$ cat src/rtl/imm_pkg.sv
// Immediate-format encodings shared by the immediate generator, decoder and program loader.
package imm_pkg;

    localparam int unsigned XLEN = 32;

    typedef enum logic [2:0] {
        IMM_I = 3'b000,
        IMM_S = 3'b001,
        IMM_U = 3'b010,
        IMM_B = 3'b101,
        IMM_J = 3'b110
    } imm_src_e;

    typedef enum logic [1:0] {
        S_IDLE  = 2'b00,
        S_LOAD  = 2'b01,
        S_DRAIN = 2'b10,
        S_DONE  = 2'b11
    } load_state_e;

    typedef struct packed {
        logic [XLEN-1:0] addr;
        logic [XLEN-1:0] wdata;
    } mem_req_t;

endpackage

$ cat src/rtl/imm_pack.sv
// Packs a signed immediate into an instruction template and reports whether it fits the format.
module imm_pack
    import imm_pkg::*;
(
    input  logic [XLEN-1:0] tmpl,
    input  logic [2:0]      src,
    input  logic [XLEN-1:0] imm,
    output logic [XLEN-1:0] word,
    output logic            encodable
);

    // Sign-extension checks: the bits above the field must all replicate the field's sign bit.
    logic fits_12;
    logic fits_13;
    logic fits_21;

    assign fits_12 = (&imm[31:11]) | ~(|imm[31:11]);
    assign fits_13 = (&imm[31:12]) | ~(|imm[31:12]);
    assign fits_21 = (&imm[31:20]) | ~(|imm[31:20]);

    always_comb begin
        word      = tmpl;
        encodable = 1'b0;
        case (src)
            IMM_I: begin
                word[31:20] = imm[11:0];
                encodable   = fits_12;
            end
            IMM_S: begin
                word[31:25] = imm[11:5];
                word[11:7]  = imm[4:0];
                encodable   = fits_12;
            end
            IMM_U: begin
                word[31:12] = imm[31:12];
                encodable   = (imm[11:0] == 12'd0);
            end
            IMM_B: begin
                word[31]    = imm[12];
                word[7]     = imm[11];
                word[30:25] = imm[10:5];
                word[11:8]  = imm[4:1];
                encodable   = fits_13 & ~imm[0];
            end
            IMM_J: begin
                word[31]    = imm[20];
                word[19:12] = imm[19:12];
                word[20]    = imm[11];
                word[30:21] = imm[10:1];
                encodable   = fits_21 & ~imm[0];
            end
            default: begin
                word      = tmpl;
                encodable = 1'b0;
            end
        endcase
    end

endmodule

$ cat src/rtl/imm_encoder_loader.sv
// Program-load front end: encodes immediates into instruction words and streams them into IMEM
// at consecutive word addresses through a one-entry output register.
module imm_encoder_loader
    import imm_pkg::*;
#(
    parameter int unsigned ADDR_W = 10,
    parameter int unsigned ERR_W  = 8
) (
    input  logic             clk,
    input  logic             rst,
    input  logic             start,
    input  logic [31:0]      base_addr,
    input  logic             in_valid,
    output logic             in_ready,
    input  logic [31:0]      in_tmpl,
    input  logic [2:0]       in_src,
    input  logic [31:0]      in_imm,
    input  logic             in_last,
    output logic             mem_we,
    input  logic             mem_ready,
    output logic [31:0]      mem_addr,
    output logic [31:0]      mem_wdata,
    output logic             busy,
    output logic             done,
    output logic             err,
    output logic [ERR_W-1:0] err_count
);

    load_state_e       state;
    load_state_e       state_nxt;
    mem_req_t          req_q;
    logic [31:0]       base_q;
    logic [ADDR_W-1:0] idx;
    logic [ADDR_W-1:0] addr_idx;
    logic [31:0]       pk_word;
    logic              pk_ok;
    logic              accept;
    logic              mem_fire;

    imm_pack u_pack (
        .tmpl      (in_tmpl),
        .src       (in_src),
        .imm       (in_imm),
        .word      (pk_word),
        .encodable (pk_ok)
    );

    assign in_ready  = (state == S_LOAD) & (~mem_we | mem_ready);
    assign accept    = in_valid & in_ready;
    assign mem_fire  = mem_we & mem_ready;
    assign busy      = (state != S_IDLE);
    assign done      = (state == S_DONE);
    assign mem_addr  = req_q.addr;
    assign mem_wdata = req_q.wdata;

    // A write completing this cycle has not bumped idx yet, so the new word takes the next slot.
    assign addr_idx  = mem_we ? idx + ADDR_W'(1) : idx;

    always_ff @(posedge clk) begin
        if (rst) begin
            state <= S_IDLE;
        end else begin
            state <= state_nxt;
        end
    end

    always_comb begin
        state_nxt = state;
        case (state)
            S_IDLE:  if (start) state_nxt = S_LOAD;
            S_LOAD:  if (accept && in_last) state_nxt = S_DRAIN;
            S_DRAIN: if (!mem_we) state_nxt = S_DONE;
            S_DONE:  state_nxt = S_IDLE;
            default: state_nxt = S_IDLE;
        endcase
    end

    // Output register, word index and error bookkeeping.
    always_ff @(posedge clk) begin
        if (rst) begin
            mem_we    <= 1'b0;
            req_q     <= '0;
            base_q    <= '0;
            idx       <= '0;
            err       <= 1'b0;
            err_count <= '0;
        end else begin
            if (state == S_IDLE && start) begin
                base_q    <= base_addr & ~32'h3;
                idx       <= '0;
                err       <= 1'b0;
                err_count <= '0;
            end
            if (mem_fire) begin
                mem_we <= 1'b0;
                idx    <= idx + ADDR_W'(1);
            end
            if (accept) begin
                if (pk_ok) begin
                    mem_we      <= 1'b1;
                    req_q.addr  <= base_q + 32'({addr_idx, 2'b00});
                    req_q.wdata <= pk_word;
                end else begin
                    err <= 1'b1;
                    if (err_count != '1) begin
                        err_count <= err_count + ERR_W'(1);
                    end
                end
            end
        end
    end

endmodule

$ cat config.mk
export PLATFORM = sky130hd
export DESIGN_NAME = imm_encoder_loader
export DESIGN_NICKNAME = d
export VERILOG_FILES = /design/src/rtl/imm_pkg.sv /design/src/rtl/imm_pack.sv /design/src/rtl/imm_encoder_loader.sv
export SDC_FILE = /design/constraint.sdc
export NUM_CORES = 1
export LEC_CHECK = 0
export CAP_MARGIN = 20
export CELL_PAD_IN_SITES_DETAIL_PLACEMENT = 0
export CELL_PAD_IN_SITES_GLOBAL_PLACEMENT = 1
export CORE_MARGIN = 8
export CORE_UTILIZATION = 31
export DETAILED_ROUTE_END_ITERATION = 6
export PLACE_DENSITY = 0.88
export SLEW_MARGIN = 15
export SYNTH_ARGS = -nofsm -noshare
export SYNTH_HDL_FRONTEND = slang
export SYNTH_SLANG_ARGS = --single-unit
$ cat constraint.sdc
create_clock -name clk -period 3.3 [get_ports clk]
set_clock_uncertainty 0.15 [all_clocks]
set_input_delay 0.495 -clock clk [delete_from_list [all_inputs] [get_ports clk]]
set_output_delay 0.495 -clock clk [all_outputs]
set_load 0.02 [all_outputs]
==> impl_metrics.toml, run 1 <==
[route]
antenna_left = 0
vias = 6278
drt-pass1-iter-count = 5
dr.first_iter.drc_count = 283
drc = 0
totalWireLength_mm = 20.3
wl_per_cell_um = 16.4
vias_per_cell = 5.08

[clock_network]
cts_made_buffers = 17
clock_sinks = 114
cts_tree = "built"
clock-root-buffer = "clkbuf_16"
path_clk_slew_ns = 0.06
cts.path.max_buffers = 2
ctsHtreeMaxLevel = 4
clkLatencyLatePin_ns = 0.42
postCtsHoldBufs = 0

[timing]
min_period_ns = 3.13
worst_pin_slew_ns = 0.917
setup_viol_count_final = 0
period_share = 0.949
rsz0062_at_grt = "true"
timing.final.ws_setup_ns = 0.170
hold_viol = 0
whs_ns = 0.301
max_slew_margin = 0.383
slew_violations = 0
fmax_mhz = 319

[grt]
overflow = 0
grt_pass1_wl_mm = 31.6
grt_util_met1 = 0.203
use_met2 = 0.261
grt.total_usage = 0.161
antenna_found_initial = 0
grt_use_met3 = 0.0423
grt_most_used_layer = "met2"
first_global_vias = 6060
grt_max_degree = 50

[worst_setup_path]
r2r_setup_slack_ns = 0.17
cp_max_fo = 5
cp.arrival_ns = 3.32
critical_path_class = "reg -> reg"
path_common_cell = "and3_4"
reg2reg_to = "mem_addr[19]"
crit_buf_inv = 1
worstPathCellList = "ha_2 > and3_4 > and3_4 > nand2_1 > xnor2_1 > ha_1 > a21o_1 > a21oi_1 > nor3b_2 > a211oi_1 > buf_4 > and3_1 > xnor2_2 > a211oi_2"
startpoint_type = "flip-flop"
r2r_cells = 14
cp-end-kind = "flip-flop"
cp_slowest_cell = "dfxtp_1"
critical_path_required_ns = 3.49
crit_family = "simple AND/OR/NAND/NOR gates"
slowest_delay_ns = 0.36
worstReg2RegStart = "idx[0]"

[cells_and_area]
fin_nets = 1076
antenna_cells = 0
synthToLayoutAreaGrowth_pct = 45.0
utilization = 0.454
drive_gt1_frac = 0.123
fill_cells = 1983
layoutNonFillerInstCount = 1236
finish.instance_area_mm2 = 0.00913

[logic_synthesis]
ys_seq_area_frac = 0.362
synth_top_area_cell = "dfxtp_1"
yosysMostFrequentCell = "nand2_1"
syn-cell-area_mm2 = 0.00630
synth_cell_types = 60
yosys-top-cells-count = "146 x nand2_1, 114 x dfxtp_1, 81 x a21oi_1"
synth_flop_cell = "dfxtp_1"
yosys_warnings = 0
synth-async-reset-ratio = 0
synth-edff-count = 0
syn_inst = 780
ys_ff_latch = 114
syn_avg_cell_area_um2 = 8.07
synth_top_area_share = 0.362
synthTopCellsByArea = "dfxtp_1 36%, nand2_1 8.7%, a21oi_1 6.4%"

[placement]
place.detailed.hpwl_mm = 15.2
placed_cell_area_mm2 = 0.00838
place.gp.congestion = 0.872
place_inst = 1203
place_ws_ns = 0.0127
numPortBuffers = 177

[hold_path]
hp-start = "mem_wdata[21]"
min_path_type = "reg -> reg"
hold_end = "mem_wdata[21]"
hold_path_depth = 2

[power_and_ir_drop]
p_leak_nw = 3.26
powerDensity_mw_per_mm2 = 478
ir_worst_vdd_uv = 369

[floorplanning]
core_area_mm2 = 0.0201
initial_core_util = 0.313
die_area_mm2 = 0.0251
die_y_um = 159
io_pins = 182
rows = 52
dieWidth_um = 159

[outcome]
status = "complete, no violations"

[run]
max-cap-violations = 0
## worst register-to-register path: stages, from the launching register on
cell	delay (ns)
dfxtp_1	0.36
ha_2	0.21
and3_4	0.21
and3_4	0.20
nand2_1	0.06
xnor2_1	0.14
ha_1	0.31
a21o_1	0.17
a21oi_1	0.21
nor3b_2	0.24
a211oi_1	0.10
buf_4	0.17
and3_1	0.21
xnor2_2	0.14
a211oi_2	0.19
## layout make-up
class	count	area, um2	area share
clock buffer	19	453	0.0496
clock inverter	13	195	0.0214
inverter	13	48.8	0.00535
multi-input combinational	600	3790	0.415
sequential	114	2280	0.250
tap	270	338	0.0370
timing repair buffer	207	2020	0.221
## registers in the layout, indices dropped and copies added, names as in the netlist
| register | flops |
|---|---|
| base_q | 30 |
| err | 1 |
| err_count | 8 |
| idx | 10 |
| mem_addr | 30 |
| mem_wdata | 32 |
| mem_we | 1 |
| state | 2 |
## metal layers
layer,up-vias,wire [um],share of wire
met2,191,9390,0.46
met3,25,1450,0.071
met1,2923,9100,0.45
met5,-,0,0
met4,0,362,0.018
li1,3139,-,-
## repair_timing
action | in CTS | in global routing
buffers inserted | 0 | 1
pin swaps | 0 | 3
gates cloned | 0 | 0
gates resized for setup | 2 | 18
hold endpoints to repair | 0 | 0
setup endpoints to repair | 1 | 21
## cells by family after synthesis
kind of cell             share of synthesized area
multiplexers                                0.0517
other                                     0.000596
XOR/XNOR                                    0.0459
AND/OR/NAND/NOR                              0.250
buffers and inverters                       0.0515
flip-flops                                   0.362
adder cells (fa/ha/maj)                     0.0370
AO/OA/AOI/OAI                                0.201
## layout by cell type (no fill, tap or decap), types with 5 or more instances in the layout
cell / instances
nor4_1: 9
or3_1: 6
nor3_1: 22
ha_1: 15
clkdlybuf4s50_1: 176
nor2_1: 68
mux2_2: 8
a211oi_2: 6
a211oi_1: 18
nand2b_1: 10
buf_4: 29
xor2_1: 12
o221ai_1: 5
inv_1: 13
xnor2_1: 19
inv_6: 6
mux2i_1: 10
a21oi_1: 79
a311oi_2: 9
clkbuf_16: 17
o211ai_1: 8
and4_1: 6
nand4_1: 19
nand2_1: 146
a22oi_1: 8
nand3_1: 14
o21ai_0: 14
and3_1: 15
mux4_2: 6
dfxtp_1: 112
## metrics by stage
step	power [mW]	setup TNS [ns]
5_1_grt	4.58	-0.0220
3_5_place_dp	2.34	0
4_1_cts	4.41	0
3_3_place_gp	2.32	0
6_report	4.37	0
2_1_floorplan	2.00	0
## power by group
part / total [mW] / internal, mW / leakage, nW / switching (mW)
Clock: 2.05 / 1.32 / 0.308 / 0.732
Combinational: 0.780 / 0.346 / 2.02 / 0.434
Sequential: 1.54 / 1.45 / 0.924 / 0.0846
Total: 4.37 / 3.12 / 3.26 / 1.25
## worst max path at each step
stage / to / cells after the start / from / slack, ns
floorplan: mem_addr[30] / 13 / mem_we / 0.07
global placement: mem_addr[19] / 13 / idx[1] / 0.08
detailed placement: mem_addr[19] / 14 / idx[1] / 0.01
CTS: mem_addr[19] / 14 / idx[1] / 0.02
global route: mem_addr[19] / 14 / idx[0] / -0.01
finish: mem_addr[19] / 14 / idx[0] / 0.17
Power figures use the tool's default switching activity.
==> run 2: changes to the inputs <==
- CORE_MARGIN: 8 -> 3
- PLACE_DENSITY: 0.88 -> default
- PLACE_DENSITY_LB_ADDON: default -> 0.1
==> run 2 against run 1 <==
Maximum frequency grew 0.16%. Final area grew 0.62%. First-iteration DRC count shrank 22%. Total power shrank 2.1%. Sequential cell count is the same. Global-route usage grew 1.8 points. Sequential share of layout area shrank 0.14 points. Critical path type unchanged.
==> impl_metrics.toml, run 2 (synthesis results as in run 1) <==
[route]
dr.first_iter.drc_count = 222
drc = 0
vias_per_cell = 5.11
vias = 6352
wl_per_cell_um = 16.3
totalWireLength_mm = 20.2
drt-pass1-iter-count = 6
antenna_left = 0

[clock_network]
cts_made_buffers = 17
path_clk_slew_ns = 0.06
postCtsHoldBufs = 0
clock_sinks = 114
clock-root-buffer = "clkbuf_16"
cts_tree = "built"
clkLatencyLatePin_ns = 0.41
ctsHtreeMaxLevel = 4
cts.path.max_buffers = 2

[timing]
min_period_ns = 3.13
slew_violations = 0
rsz0062_at_grt = "false"
max_slew_margin = 0.551
hold_viol = 0
setup_viol_count_final = 0
worst_pin_slew_ns = 0.673
timing.final.ws_setup_ns = 0.175
period_share = 0.947
whs_ns = 0.299
fmax_mhz = 320
finalSetupTns_ns = 0

[grt]
first_global_vias = 6286
grt_max_degree = 88
grt_pass1_wl_mm = 32.1
grt.total_usage = 0.179
overflow = 0
antenna_found_initial = 0

[hold_path]
min_path_type = "reg -> reg"
hold_path_depth = 2

[floorplanning]
initial_core_util = 0.319
die_y_um = 149
rows = 51
core_area_mm2 = 0.0197
io_pins = 182
die_area_mm2 = 0.0221
dieWidth_um = 149

[worst_setup_path]
cp.arrival_ns = 3.30
critical_path_required_ns = 3.48
cp_max_fo = 5
critical_path_class = "reg -> reg"
startpoint_type = "flip-flop"
r2r_cells = 14
cp-end-kind = "flip-flop"

[cells_and_area]
synthToLayoutAreaGrowth_pct = 45.9
antenna_cells = 0
drive_gt1_frac = 0.130
final_cell_mix = "176 x clkdlybuf4s50_1, 146 x nand2_1, 111 x dfxtp_1, 81 x a21oi_1, 68 x nor2_1"
finish.instance_area_mm2 = 0.00919
fill_cells = 1881
final_common_cell = "clkdlybuf4s50_1"
fin_nets = 1087
largest_reg_flops = 32

[placement]
place_ws_ns = 0.0297
place.gp.congestion = 0.883
numPortBuffers = 177
place.detailed.hpwl_mm = 15.1
placed_cell_area_mm2 = 0.00847

[power_and_ir_drop]
powerDensity_mw_per_mm2 = 465
ir_worst_vdd_uv = 326
power_mw = 4.27
p_leak_nw = 3.32

[run]
max-cap-violations = 0

[outcome]
status = "complete, no violations"
## run 2: area by class of cell
cell class	instances	area, um2	share of cell area
Sequential cell	114	2290	0.249
Clock inverter	13	173	0.0188
Inverter	13	48.8	0.00531
Clock buffer	19	453	0.0493
Multi-Input combinational cell	600	3780	0.411
Tap cell	265	332	0.0361
Timing Repair Buffer	218	2110	0.230
## run 2: final timing paths
path	slack, ns	endpoint	from
max	0.17	mem_addr[19]	idx[0]
min	0.30	mem_addr[4]	mem_addr[4]
max reg2reg	0.17	mem_addr[19]	idx[0]
min reg2reg	0.30	mem_addr[4]	mem_addr[4]
## run 2: repair_timing
action | 4_1_cts | 5_1_grt
setup buffers | 0 | 1
endpoints found under the setup margin | 0 | 19
gates resized for setup | 0 | 17
## run 2: metrics by stage
step	util	std cells
after floorplan	-	781
after global placement	0.430	1209
after detailed placement	0.430	1209
after CTS	0.461	1241
after global routing	0.466	1242
final	0.466	1242
## run 2: routing by layer
layer	vias up	wire length, um	global-route usage
li1	3157	-	-
met1	3003	9040	0.223
met2	169	9710	0.306
met3	23	1130	0.0451
met4	0	318	0.0540
met5	-	0	0
## run 2: worst max-delay path, cell delays in order (launching register included)
cell	delay (ns)
dfxtp_2	0.36
ha_1	0.18
and3_4	0.20
and3_4	0.19
and3_1	0.17
nand2_1	0.07
xnor2_1	0.20
ha_1	0.28
or2_2	0.27
a21oi_1	0.22
a211oi_2	0.07
buf_4	0.16
and3_1	0.19
xnor2_1	0.12
a211oi_1	0.21
## run 2: report_power, final
group | switching [mW] | total, mW | internal (mW)
sequential | 0.0831 | 1.53 | 1.45
combinational | 0.441 | 0.799 | 0.358
clock | 0.700 | 1.94 | 1.24
total | 1.22 | 4.27 | 3.05
